**src/rtl/division_ip_pkg.sv**
```systemverilog
`default_nettype none
// ============================================================================
//  Module      : division_ip_pkg
//  Description : Widths, latency and shared types for the pipelined divider.
//  Revision    : 1.0 - initial release
// ============================================================================
package division_ip_pkg;

    localparam int DIV_W     = 16;
    localparam int FRAC_W    = 8;
    localparam int FRAC_BITS = 7;
    localparam int LATENCY   = 25;
    localparam int STEPS     = DIV_W + FRAC_BITS;

    typedef struct packed {
        logic [DIV_W-1:0]  q;
        logic [FRAC_W-1:0] f;
    } result_t;

    // num starts as {|dividend|, 0...}; each step shifts one quotient bit in
    // at the bottom, so after STEPS steps it holds {|Q|, |F|}.
    typedef struct packed {
        logic             valid;
        logic             neg;
        logic             dd_neg;
        logic             dz;
        logic [DIV_W-1:0] divisor;
        logic [DIV_W-1:0] rem;
        logic [STEPS-1:0] num;
    } pipe_t;

    function automatic logic [DIV_W-1:0] abs_mag(input logic [DIV_W-1:0] x);
        return x[DIV_W-1] ? -x : x;
    endfunction

endpackage
`default_nettype wire

```
**src/rtl/division_ip_if.sv**
```systemverilog
`default_nettype none
// ============================================================================
//  Module      : division_ip_if
//  Description : Divisor/dividend input streams and result output stream.
//                m_axis_dout_tuser exists only with DIVISION_IP_DIVBYZERO_EN.
//  Revision    : 1.0 - initial release
// ============================================================================
interface division_ip_if;
    import division_ip_pkg::*;

    logic                      s_axis_divisor_tvalid;
    logic [DIV_W-1:0]          s_axis_divisor_tdata;
    logic                      s_axis_dividend_tvalid;
    logic [DIV_W-1:0]          s_axis_dividend_tdata;
    logic                      m_axis_dout_tvalid;
    logic [DIV_W+FRAC_W-1:0]   m_axis_dout_tdata;
`ifdef DIVISION_IP_DIVBYZERO_EN
    logic                      m_axis_dout_tuser;
`endif

    modport master (
        output s_axis_divisor_tvalid,
        output s_axis_divisor_tdata,
        output s_axis_dividend_tvalid,
        output s_axis_dividend_tdata,
`ifdef DIVISION_IP_DIVBYZERO_EN
        input  m_axis_dout_tuser,
`endif
        input  m_axis_dout_tvalid,
        input  m_axis_dout_tdata
    );

    modport slave (
        input  s_axis_divisor_tvalid,
        input  s_axis_divisor_tdata,
        input  s_axis_dividend_tvalid,
        input  s_axis_dividend_tdata,
`ifdef DIVISION_IP_DIVBYZERO_EN
        output m_axis_dout_tuser,
`endif
        output m_axis_dout_tvalid,
        output m_axis_dout_tdata
    );

endinterface
`default_nettype wire

```
**src/rtl/division_ip_stage.sv**
```systemverilog
`default_nettype none
// ============================================================================
//  Module      : division_ip_stage
//  Description : One restoring-division step: shift in a bit, subtract the
//                divisor if it fits, emit the quotient bit.
//  Revision    : 1.0 - initial release
// ============================================================================
module division_ip_stage
    import division_ip_pkg::*;
(
    input  logic [DIV_W-1:0] i_rem,
    input  logic             i_bit,
    input  logic [DIV_W-1:0] i_divisor,
    output logic [DIV_W-1:0] o_rem,
    output logic             o_q
);

    logic [DIV_W-1:0] w_shift_lo;

    // The incoming remainder is below a divisor of at most 2^15, so the low
    // 16 bits of the difference are exact whenever the subtract is taken.
    assign w_shift_lo = {i_rem[DIV_W-2:0], i_bit};
    assign o_q        = ({i_rem, i_bit} >= {1'b0, i_divisor});
    assign o_rem      = o_q ? (w_shift_lo - i_divisor) : w_shift_lo;

endmodule
`default_nettype wire

```
**src/rtl/division_ip.sv**
```systemverilog
`default_nettype none
// ============================================================================
//  Module      : division_ip
//  Description : Fully pipelined 16/16 signed divider producing Q and a Q1.7
//                fraction, 25-cycle latency. DIVISION_IP_DIVBYZERO_EN adds
//                a divide-by-zero flag on m_axis_dout_tuser.
//  Revision    : 1.0 - initial release
// ============================================================================
module division_ip
    import division_ip_pkg::*;
(
    input  logic         clk,
    input  logic         rst,
    division_ip_if.slave bus
);

    localparam logic [DIV_W-1:0] c_q_max = {1'b0, {(DIV_W-1){1'b1}}};
    localparam logic [DIV_W-1:0] c_q_min = {1'b1, {(DIV_W-1){1'b0}}};

    logic             r_acc_valid;
    logic [DIV_W-1:0] r_acc_dividend;
    logic [DIV_W-1:0] r_acc_divisor;

    always_ff @(posedge clk) begin
        r_acc_dividend <= bus.s_axis_dividend_tdata;
        r_acc_divisor  <= bus.s_axis_divisor_tdata;
        if (rst) begin
            r_acc_valid <= 1'b0;
        end else begin
            r_acc_valid <= bus.s_axis_divisor_tvalid & bus.s_axis_dividend_tvalid;
        end
    end

    pipe_t r_pipe0;

    always_ff @(posedge clk) begin
        r_pipe0.valid   <= r_acc_valid;
        r_pipe0.neg     <= r_acc_dividend[DIV_W-1] ^ r_acc_divisor[DIV_W-1];
        r_pipe0.dd_neg  <= r_acc_dividend[DIV_W-1];
        r_pipe0.dz      <= (r_acc_divisor == '0);
        r_pipe0.divisor <= abs_mag(r_acc_divisor);
        r_pipe0.rem     <= '0;
        r_pipe0.num     <= {abs_mag(r_acc_dividend), {FRAC_BITS{1'b0}}};
        if (rst) begin
            r_pipe0.valid <= 1'b0;
        end
    end

    pipe_t w_pipe [0:STEPS];
    assign w_pipe[0] = r_pipe0;

    for (genvar i = 0; i < STEPS; i++) begin : g_step
        logic [DIV_W-1:0] w_rem;
        logic             w_q;
        pipe_t            r_stage;

        division_ip_stage u_stage (
            .i_rem     (w_pipe[i].rem),
            .i_bit     (w_pipe[i].num[STEPS-1]),
            .i_divisor (w_pipe[i].divisor),
            .o_rem     (w_rem),
            .o_q       (w_q)
        );

        always_ff @(posedge clk) begin
            r_stage     <= w_pipe[i];
            r_stage.rem <= w_rem;
            r_stage.num <= {w_pipe[i].num[STEPS-2:0], w_q};
            if (rst) begin
                r_stage.valid <= 1'b0;
            end
        end

        assign w_pipe[i+1] = r_stage;
    end

    pipe_t             w_last;
    logic [DIV_W-1:0]  w_q_out;
    logic [FRAC_W-1:0] w_f_mag;
    logic [FRAC_W-1:0] w_f_out;

    assign w_last = w_pipe[STEPS];

    // Magnitude -32768 negated stays 0x8000, giving the required wrap.
    always_comb begin
        w_q_out = w_last.num[STEPS-1:FRAC_BITS];
        w_f_mag = {1'b0, w_last.num[FRAC_BITS-1:0]};
        w_f_out = w_f_mag;
        if (w_last.dz) begin
            w_q_out = w_last.dd_neg ? c_q_min : c_q_max;
            w_f_out = '0;
        end else if (w_last.neg) begin
            w_q_out = -w_last.num[STEPS-1:FRAC_BITS];
            w_f_out = -w_f_mag;
        end
    end

    logic    r_out_valid;
    result_t r_result;

    always_ff @(posedge clk) begin
        if (rst || !w_last.valid) begin
            r_out_valid <= 1'b0;
            r_result    <= '0;
        end else begin
            r_out_valid <= 1'b1;
            r_result    <= '{q: w_q_out, f: w_f_out};
        end
    end

    assign bus.m_axis_dout_tvalid = r_out_valid;
    assign bus.m_axis_dout_tdata  = r_result;

`ifdef DIVISION_IP_DIVBYZERO_EN
    logic r_out_dz;

    always_ff @(posedge clk) begin
        if (rst || !w_last.valid) begin
            r_out_dz <= 1'b0;
        end else begin
            r_out_dz <= w_last.dz;
        end
    end

    assign bus.m_axis_dout_tuser = r_out_dz;
`endif

endmodule
`default_nettype wire

```
**src/flat_wrapper.sv**
```systemverilog
// flat-port wrapper written by rule: the top's interface ports become plain ports
module division_ip_flat import division_ip_pkg::*;
  (clk, rst, bus_s_axis_divisor_tvalid, bus_s_axis_divisor_tdata, bus_s_axis_dividend_tvalid, bus_s_axis_dividend_tdata, bus_m_axis_dout_tvalid, bus_m_axis_dout_tdata);
  division_ip_if bus_i ();
  input  logic clk;
  input  logic rst;
  input wire logic [$bits(bus_i.s_axis_divisor_tvalid)-1:0] bus_s_axis_divisor_tvalid;
  input wire logic [$bits(bus_i.s_axis_divisor_tdata)-1:0] bus_s_axis_divisor_tdata;
  input wire logic [$bits(bus_i.s_axis_dividend_tvalid)-1:0] bus_s_axis_dividend_tvalid;
  input wire logic [$bits(bus_i.s_axis_dividend_tdata)-1:0] bus_s_axis_dividend_tdata;
  output wire logic [$bits(bus_i.m_axis_dout_tvalid)-1:0] bus_m_axis_dout_tvalid;
  output wire logic [$bits(bus_i.m_axis_dout_tdata)-1:0] bus_m_axis_dout_tdata;
  assign bus_i.s_axis_divisor_tvalid = bus_s_axis_divisor_tvalid;
  assign bus_i.s_axis_divisor_tdata = bus_s_axis_divisor_tdata;
  assign bus_i.s_axis_dividend_tvalid = bus_s_axis_dividend_tvalid;
  assign bus_i.s_axis_dividend_tdata = bus_s_axis_dividend_tdata;
  assign bus_m_axis_dout_tvalid = bus_i.m_axis_dout_tvalid;
  assign bus_m_axis_dout_tdata = bus_i.m_axis_dout_tdata;
  division_ip u_core (.clk(clk), .rst(rst), .bus(bus_i));
endmodule
```
**config.mk**
```make
export PLATFORM = sky130hd
export DESIGN_NAME = division_ip_flat
export DESIGN_NICKNAME = d
export VERILOG_FILES = /design/src/rtl/division_ip_pkg.sv /design/src/rtl/division_ip_if.sv /design/src/rtl/division_ip_stage.sv /design/src/rtl/division_ip.sv /design/src/flat_wrapper.sv
export SDC_FILE = /design/constraint.sdc
export NUM_CORES = 2
export LEC_CHECK = 0
export ABC_AREA = 1
export BUFFER_PORTS_ARGS = -buffer_cell sky130_fd_sc_hd__buf_2
export CORE_AREA = 3 3 378 380
export CTS_CLUSTER_SIZE = 28
export DETAILED_ROUTE_END_ITERATION = 16
export DIE_AREA = 0 0 381 383
export GPL_TIMING_DRIVEN = 1
export SLEW_MARGIN = 20
export SYNTH_ARGS = -nofsm -noshare
export SYNTH_HDL_FRONTEND = slang
export SYNTH_SLANG_ARGS = --single-unit
```
**constraint.sdc**
```tcl
create_clock -name clk -period 1.9 [get_ports clk]
set_input_delay 0.38 -clock clk [delete_from_list [all_inputs] [get_ports clk]]
set_output_delay 0.38 -clock clk [all_outputs]
set_load 0.005 [all_outputs]
```
# After elaboration in Yosys (flattened, before gate mapping)
# Cells that the tools add are included.
# totals
inputBits,36
reg_bits,1286
# classes
order_cmp,23
n_addsub,26
n_bitwise,3
muxes,29
reduce_logical,5
# op_table
op,n
16-bit two-way mux,24
17-bit by 16-bit >= comparator with 1-bit output,22
16-bit subtractor,21
16-bit negator,3
15-bit two-way mux,2
1-bit by 16-bit >= comparator with 1-bit output,1
16-bit zero test,1
1-bit by 16-bit subtractor with 16-bit output,1
7-bit negator with 8-bit output,1
7-bit two-way mux,1
3-bit OR reduction,1
1-bit two-way mux,2
2-bit OR reduction,1
1-bit AND,1
1-bit zero test,1
1-bit logical OR,1
1-bit inverter,1
1-bit XOR,1

# Logic depth before layout (Yosys ltp)
# depth
depth_word,3
ltp_mapped,15

# Modules after synthesis
# A second synthesis with hierarchy kept.
# hier_totals
cells_unflattened,7855
area_unflattened_um2,59497.1
# by_module_without_submodules
mod,cells_each,area_each_um2,n_inst
division_ip,1638,27491.4,1
division_ip_stage at u_core.g_step[13].u_stage ...,269,1355.0,12
division_ip_stage at u_core.g_step[0].u_stage ...,272,1442.6,10
division_ip_stage at u_core.g_step[18].u_stage,269,1318.8,1

# Worst setup path before layout
# OpenSTA, ideal clock, no wires.
# synth_timing
path_kind,reg-to-reg
start,register u_core.g_step[11].r_stage[22] (netlist bit)
end,register u_core.g_step[12].r_stage[31] (netlist bit)
n_path_buf,0
path_stages_with_launch,11
t_arrival_ps,1630
required_time_ps,1787
setup_time_ps,113
path_slack_ps,157
cell_sequence,dfxtp_1 -> inv_1 -> ha_1 -> fa_1 -> inv_1 -> nand3_1 -> nand3_1 -> a21oi_1 -> or2_2 -> nand3_1 -> nand2_1
# synth_between
elab_chain_cells,2
word_cells_on_any_way,3
classes_between,add/sub (1); order compare (1); mux (1)
# synth_lines
element,line_no,source
"start, declared",division_ip.sv:55,pipe_t r_stage;
"start signal, assigned",division_ip.sv:66,r_stage <= w_pipe[i];
16-bit subtractor / 17-bit by 16-bit >= comparator with 1-bit output (equally long branches),"division_ip_stage.sv:24, division_ip_stage.sv:23",
16-bit two-way mux (*),division_ip_stage.sv:24,assign o_rem = o_q ? (w_shift_lo - i_divisor) : w_shift_lo;
via u_core.g_step[12].u_stage.o_rem[8],division_ip_stage.sv:14,"output logic [DIV_W-1:0] o_rem,"
"end signal, assigned",division_ip.sv:66,
"end, declared",division_ip.sv:55,
# Mark *: on every way through the listed nets, which the timed path passes. The rest lies on a longest branch.
# A chain may end at the register's enable or synchronous reset.

# Worst setup path after layout
# layout_timing
start,register u_core.g_step[15].r_stage[51] (netlist bit)
end,register u_core.g_step[16].r_stage[35] (netlist bit)
# layout_between
elab_chain_cells,2
word_cells_on_any_way,3
classes_between,add/sub (1); order compare (1); mux (1)
# layout_lines
element,line_no
"start, declared",division_ip.sv:55
"start signal, assigned",division_ip.sv:66
16-bit subtractor / 17-bit by 16-bit >= comparator with 1-bit output (equally long branches),"division_ip_stage.sv:24, division_ip_stage.sv:23"
16-bit two-way mux (*),division_ip_stage.sv:24
via u_core.g_step[16].u_stage.o_rem[12],division_ip_stage.sv:14
"end signal, assigned",division_ip.sv:66
"end, declared",division_ip.sv:55
# Marked as above.

==> summary.md <==
### Outcome
• finished, final reports clean — outcome

### Routing
• 3029 — Iteration-0 DRC Markers
• 0 — drc violations
• 4.58 — vias per inst
• 153000 um — final wirelength
• 14.8 um — post-detailed-route wirelength per cell
• 47496 — total vias in the final route
• 0 — remaining antenna violation count
• 6 — Pre-Repair DR Iteration Count

### STA
• 1880 ps — clock period minus worst slack
• 531 MHz — Fmax
• 63.9% — max_slew headroom
• 0 — setup violation total in the final timing report
• 34.3 ps — Final Skew
• 0 — number of hold violations in the final report
• yes — unrepaired setup endpoints after global routing
• 0 — total count of max-transition violations in the final report
• 99.1% — ratio of final minimum period to clock period
• 0 ps — setup TNS after final layout
• 537 ps — transition time of the tightest slew-check pin

### Finish
• 28800 um^2 — multi-input combinational cell area
• 74500 um^2 — post-layout instance area
• 10375 — Cell Count, Final, Fillers Out
• 26100 um^2 — register cell area after layout
• 33.6% — layout-stage area growth over the synthesis result
• 53.4% — utilization after layout
• 24.8% — fraction of layout cells with a size suffix above 1
• 8800 — final-stage net count
• 12947 — Fillers

### Logic synthesis
• 0 — number of enable flip-flop cells after synthesis
• 0% — multiplexer fraction of the synthesized cell area
• nand2_1, inv_1, dfxtp_1 — leading cell types by count after synthesis
• simple AND/OR/NAND/NOR gates — combinational family with the most area after synthesis
• 1286 — post-synthesis register bit count
• dfxtp_1, nand2_1, inv_1, ha_1, nand3_1 — cell types with the largest area share after synthesis
• 7854 — nets in the synthesized netlist
• 7440 — number of standard cells after synthesis
• 0 — warning count from the yosys run
• dfxtp_1 — cell taking the most area after synthesis
• nand2_1 — most frequently used cell type in the post-synthesis netlist
• 46 — number of unique standard cell types used by synthesis
• 0% — post-synthesis async set-or-reset flop share
• 2.78% — complex-gate fraction of the synthesized area
• 2.64% — post-synthesis xor/xnor area fraction
• 29.1% — simple-gate share of the synthesized area
• 8.77% — Synth Area in Adders
• dfxtp_1 — predominant post-synthesis flop cell
• 46.2% — Synth top area share
• 7.49 um^2 — synthesized area per cell
• 55700 um^2 — area of the mapped netlist
• 46.2% — Seq/Total Area, Yosys

### Power
• 0.0459 W — Net Sw Power
• 0.120 W — sum of internal, switching and leakage power
• 23.7% — Clk network pwr share
• 1610 nW/um^2 — Cell Pwr Density
• 0.786 mV — maximum VDD drop
• 44.8% — logic gate share of total power
• 38.5 nW — leakage power total
• 38.2% — switching part of the total power
• 0.0741 W — total internal power
• 31.5% — share of total power in sequential cells

### Floorplan
• 383 um — vertical extent of the die
• 381 um — die outline width
• 61 — boundary pin count
• 140000 um^2 — Core Area
• 137 — Row Count
• 146000 um^2 — area of the die
• 40.0% — initial core utilization

### Clocking
• built — CTS tree
• 139 — number of clock buffers inserted by TritonCTS
• 4 — CTS H-tree lvls
• 780 ps — insertion delay to the later sink of the worst-skew pair
• 3 — CTS Buffer Depth
• 60 ps — clock-pin transition on the worst setup and hold timing paths
• 1286 — clock net sink count
• clkbuf_16 — Root Buffer Master

### Worst hold path
• input pin to flip-flop — kind of path behind the tightest hold check

### Place
• 9976 — number of placed instances with taps included
• 60 — number of port buffers
• 63100 um^2 — total placed instance area
• 116000 um — total half-perimeter wirelength after legalization and detailed placement
• 0.919 — global placer's final weighted congestion

### Global route
• 31.4% — met2 global-route usage
• 0 — remaining global-route overflow
• 235000 um — global-route wire length before repair
• 45190 — vias in the first global route
• 28.4% — met1 usage in global routing
• 20.0% — overall global routing resource usage
• met2 — grt peak-use layer
• 5 — antenna violations before repair
• 26 — pin count of the biggest net entering global routing
• 2.90% — global routing met3 resource utilization

### Worst setup path
• flip-flop — category of the worst setup path launch point
• 6 — maximum fanout encountered on the critical timing path
• 20 ps — internal reg-to-reg setup slack
• flip-flop to flip-flop — Worst Setup Path Type
• flip-flop — Worst setup EP type
• 2540 ps — Critical Path RT
• 2520 ps — data arrival at the endpoint of the critical path

### Flow run
• 0 — max-capacitance violation count

==> power by group through the flow <==
stage	registers, W	logic (W)	clock network [W]
2_1_floorplan	0.0351	0.0305	0
3_3_place_gp	0.0373	0.0453	0
3_5_place_dp	0.0372	0.0457	0
4_1_cts	0.0369	0.0475	0.0292
5_1_grt	0.0383	0.0602	0.0303
6_report	0.0378	0.0537	0.0284
==> routing by layer <==
layer  part of all wire [%]  routed length [um]  vias to the layer above
li1                       -                   -                    24605
met1                     48               74000                    21635
met2                     44               68000                     1034
met3                    4.8                7380                      222
met4                    2.4                3640                        0
met5                      0                   0                        -
==> cells in the final DEF, fill, tap and decap left out, types with 19 or more instances in the layout <==
cell type	instances
inv_2	60
xor2_1	129
buf_12	28
ha_1	96
nand3_2	50
nor2_4	34
ha_4	248
buf_6	28
nor2_1	255
nand2_2	179
nand4_1	92
a21oi_2	27
nor2_2	86
buf_4	720
dfxtp_1	1073
clkinv_2	22
nand2_1	2455
clkbuf_8	25
nand2_4	33
o21ai_0	42
nand3b_1	62
a21oi_1	184
nor3_1	65
dfxtp_4	26
clkbuf_1	19
inv_1	1323
xnor2_1	39
buf_2	64
clkbuf_16	141
dfxtp_2	187
nand3_1	455
dlygate4sd3_1	35
==> worst paths after layout <==
path                                               startpoint                       endpoint  cells past startpoint
worst max-delay path            u_core.g_step[15].r_stage[51]  u_core.g_step[16].r_stage[35]                     13
worst min register to register  u_core.g_step[10].r_stage[57]  u_core.g_step[11].r_stage[57]                      0
worst min-delay path             bus_s_axis_divisor_tdata[11]       u_core.r_acc_divisor[11]                      2
worst max register to register  u_core.g_step[15].r_stage[51]  u_core.g_step[16].r_stage[35]                     13
==> flip-flops by register name, summed over array words and instances, names as in the netlist <==
| signal | count |
|---|---|
| u_core.r_acc_dividend | 16 |
| u_core.r_acc_divisor | 16 |
| u_core.g_step.r_stage | 1192 |
| u_core.r_pipe0 | 36 |
| u_core.r_acc_valid | 1 |
| u_core.bus.m_axis_dout_tvalid | 1 |
| u_core.bus.m_axis_dout_tdata | 24 |
==> critical path, cell delays in order, from the launching register on <==
cell and delay, ps:
dfxtp_2 360, inv_1 80, ha_4 240, nand2_1 70, nand2_1 80, inv_1 60, nand2_1 80, nand2_1 60
nand2_1 80, nor2_4 210, nand2_8 120, buf_12 150, nand2_1 60, nand2_1 100
==> kinds of logic after synthesis <==
group                      after synthesis
adders and majority gates              378
AOI/OAI and AO/OA                      294
DFF                                   1286
xor gates and xnor gates               168
and+or+nand+nor                       3834
buffers and inverters                 1480
==> layout make-up <==
class	instances	share of cell area, %
Sequential cell	1286	35.0
Inverter	1396	7.10
Tap cell	1876	3.15
Antenna cell	1	0.00336
Clock buffer	183	5.23
Clock inverter	70	1.37
Timing Repair Buffer	879	9.44
Timing Repair inverter	2	0.0218
Multi-Input combinational cell	4682	38.7
==> per-stage QoR <==
stage	worst slack [ps]	hold WS, ps
floorplan	157	310
global placement	-167	310
detailed placement	-205	312
CTS	0.304	181
global route	-125	203
finish	17.5	244
==> timing repair <==
item                                   CTS  global route
buffers inserted                        14            79
pin swaps                               15           170
hold buffers                            35             0
gates resized for setup                191           879
endpoints found under the hold margin   34             0
setup endpoints to repair              279           346
gates cloned                             2            15
(Power assumes the default switching activity.)
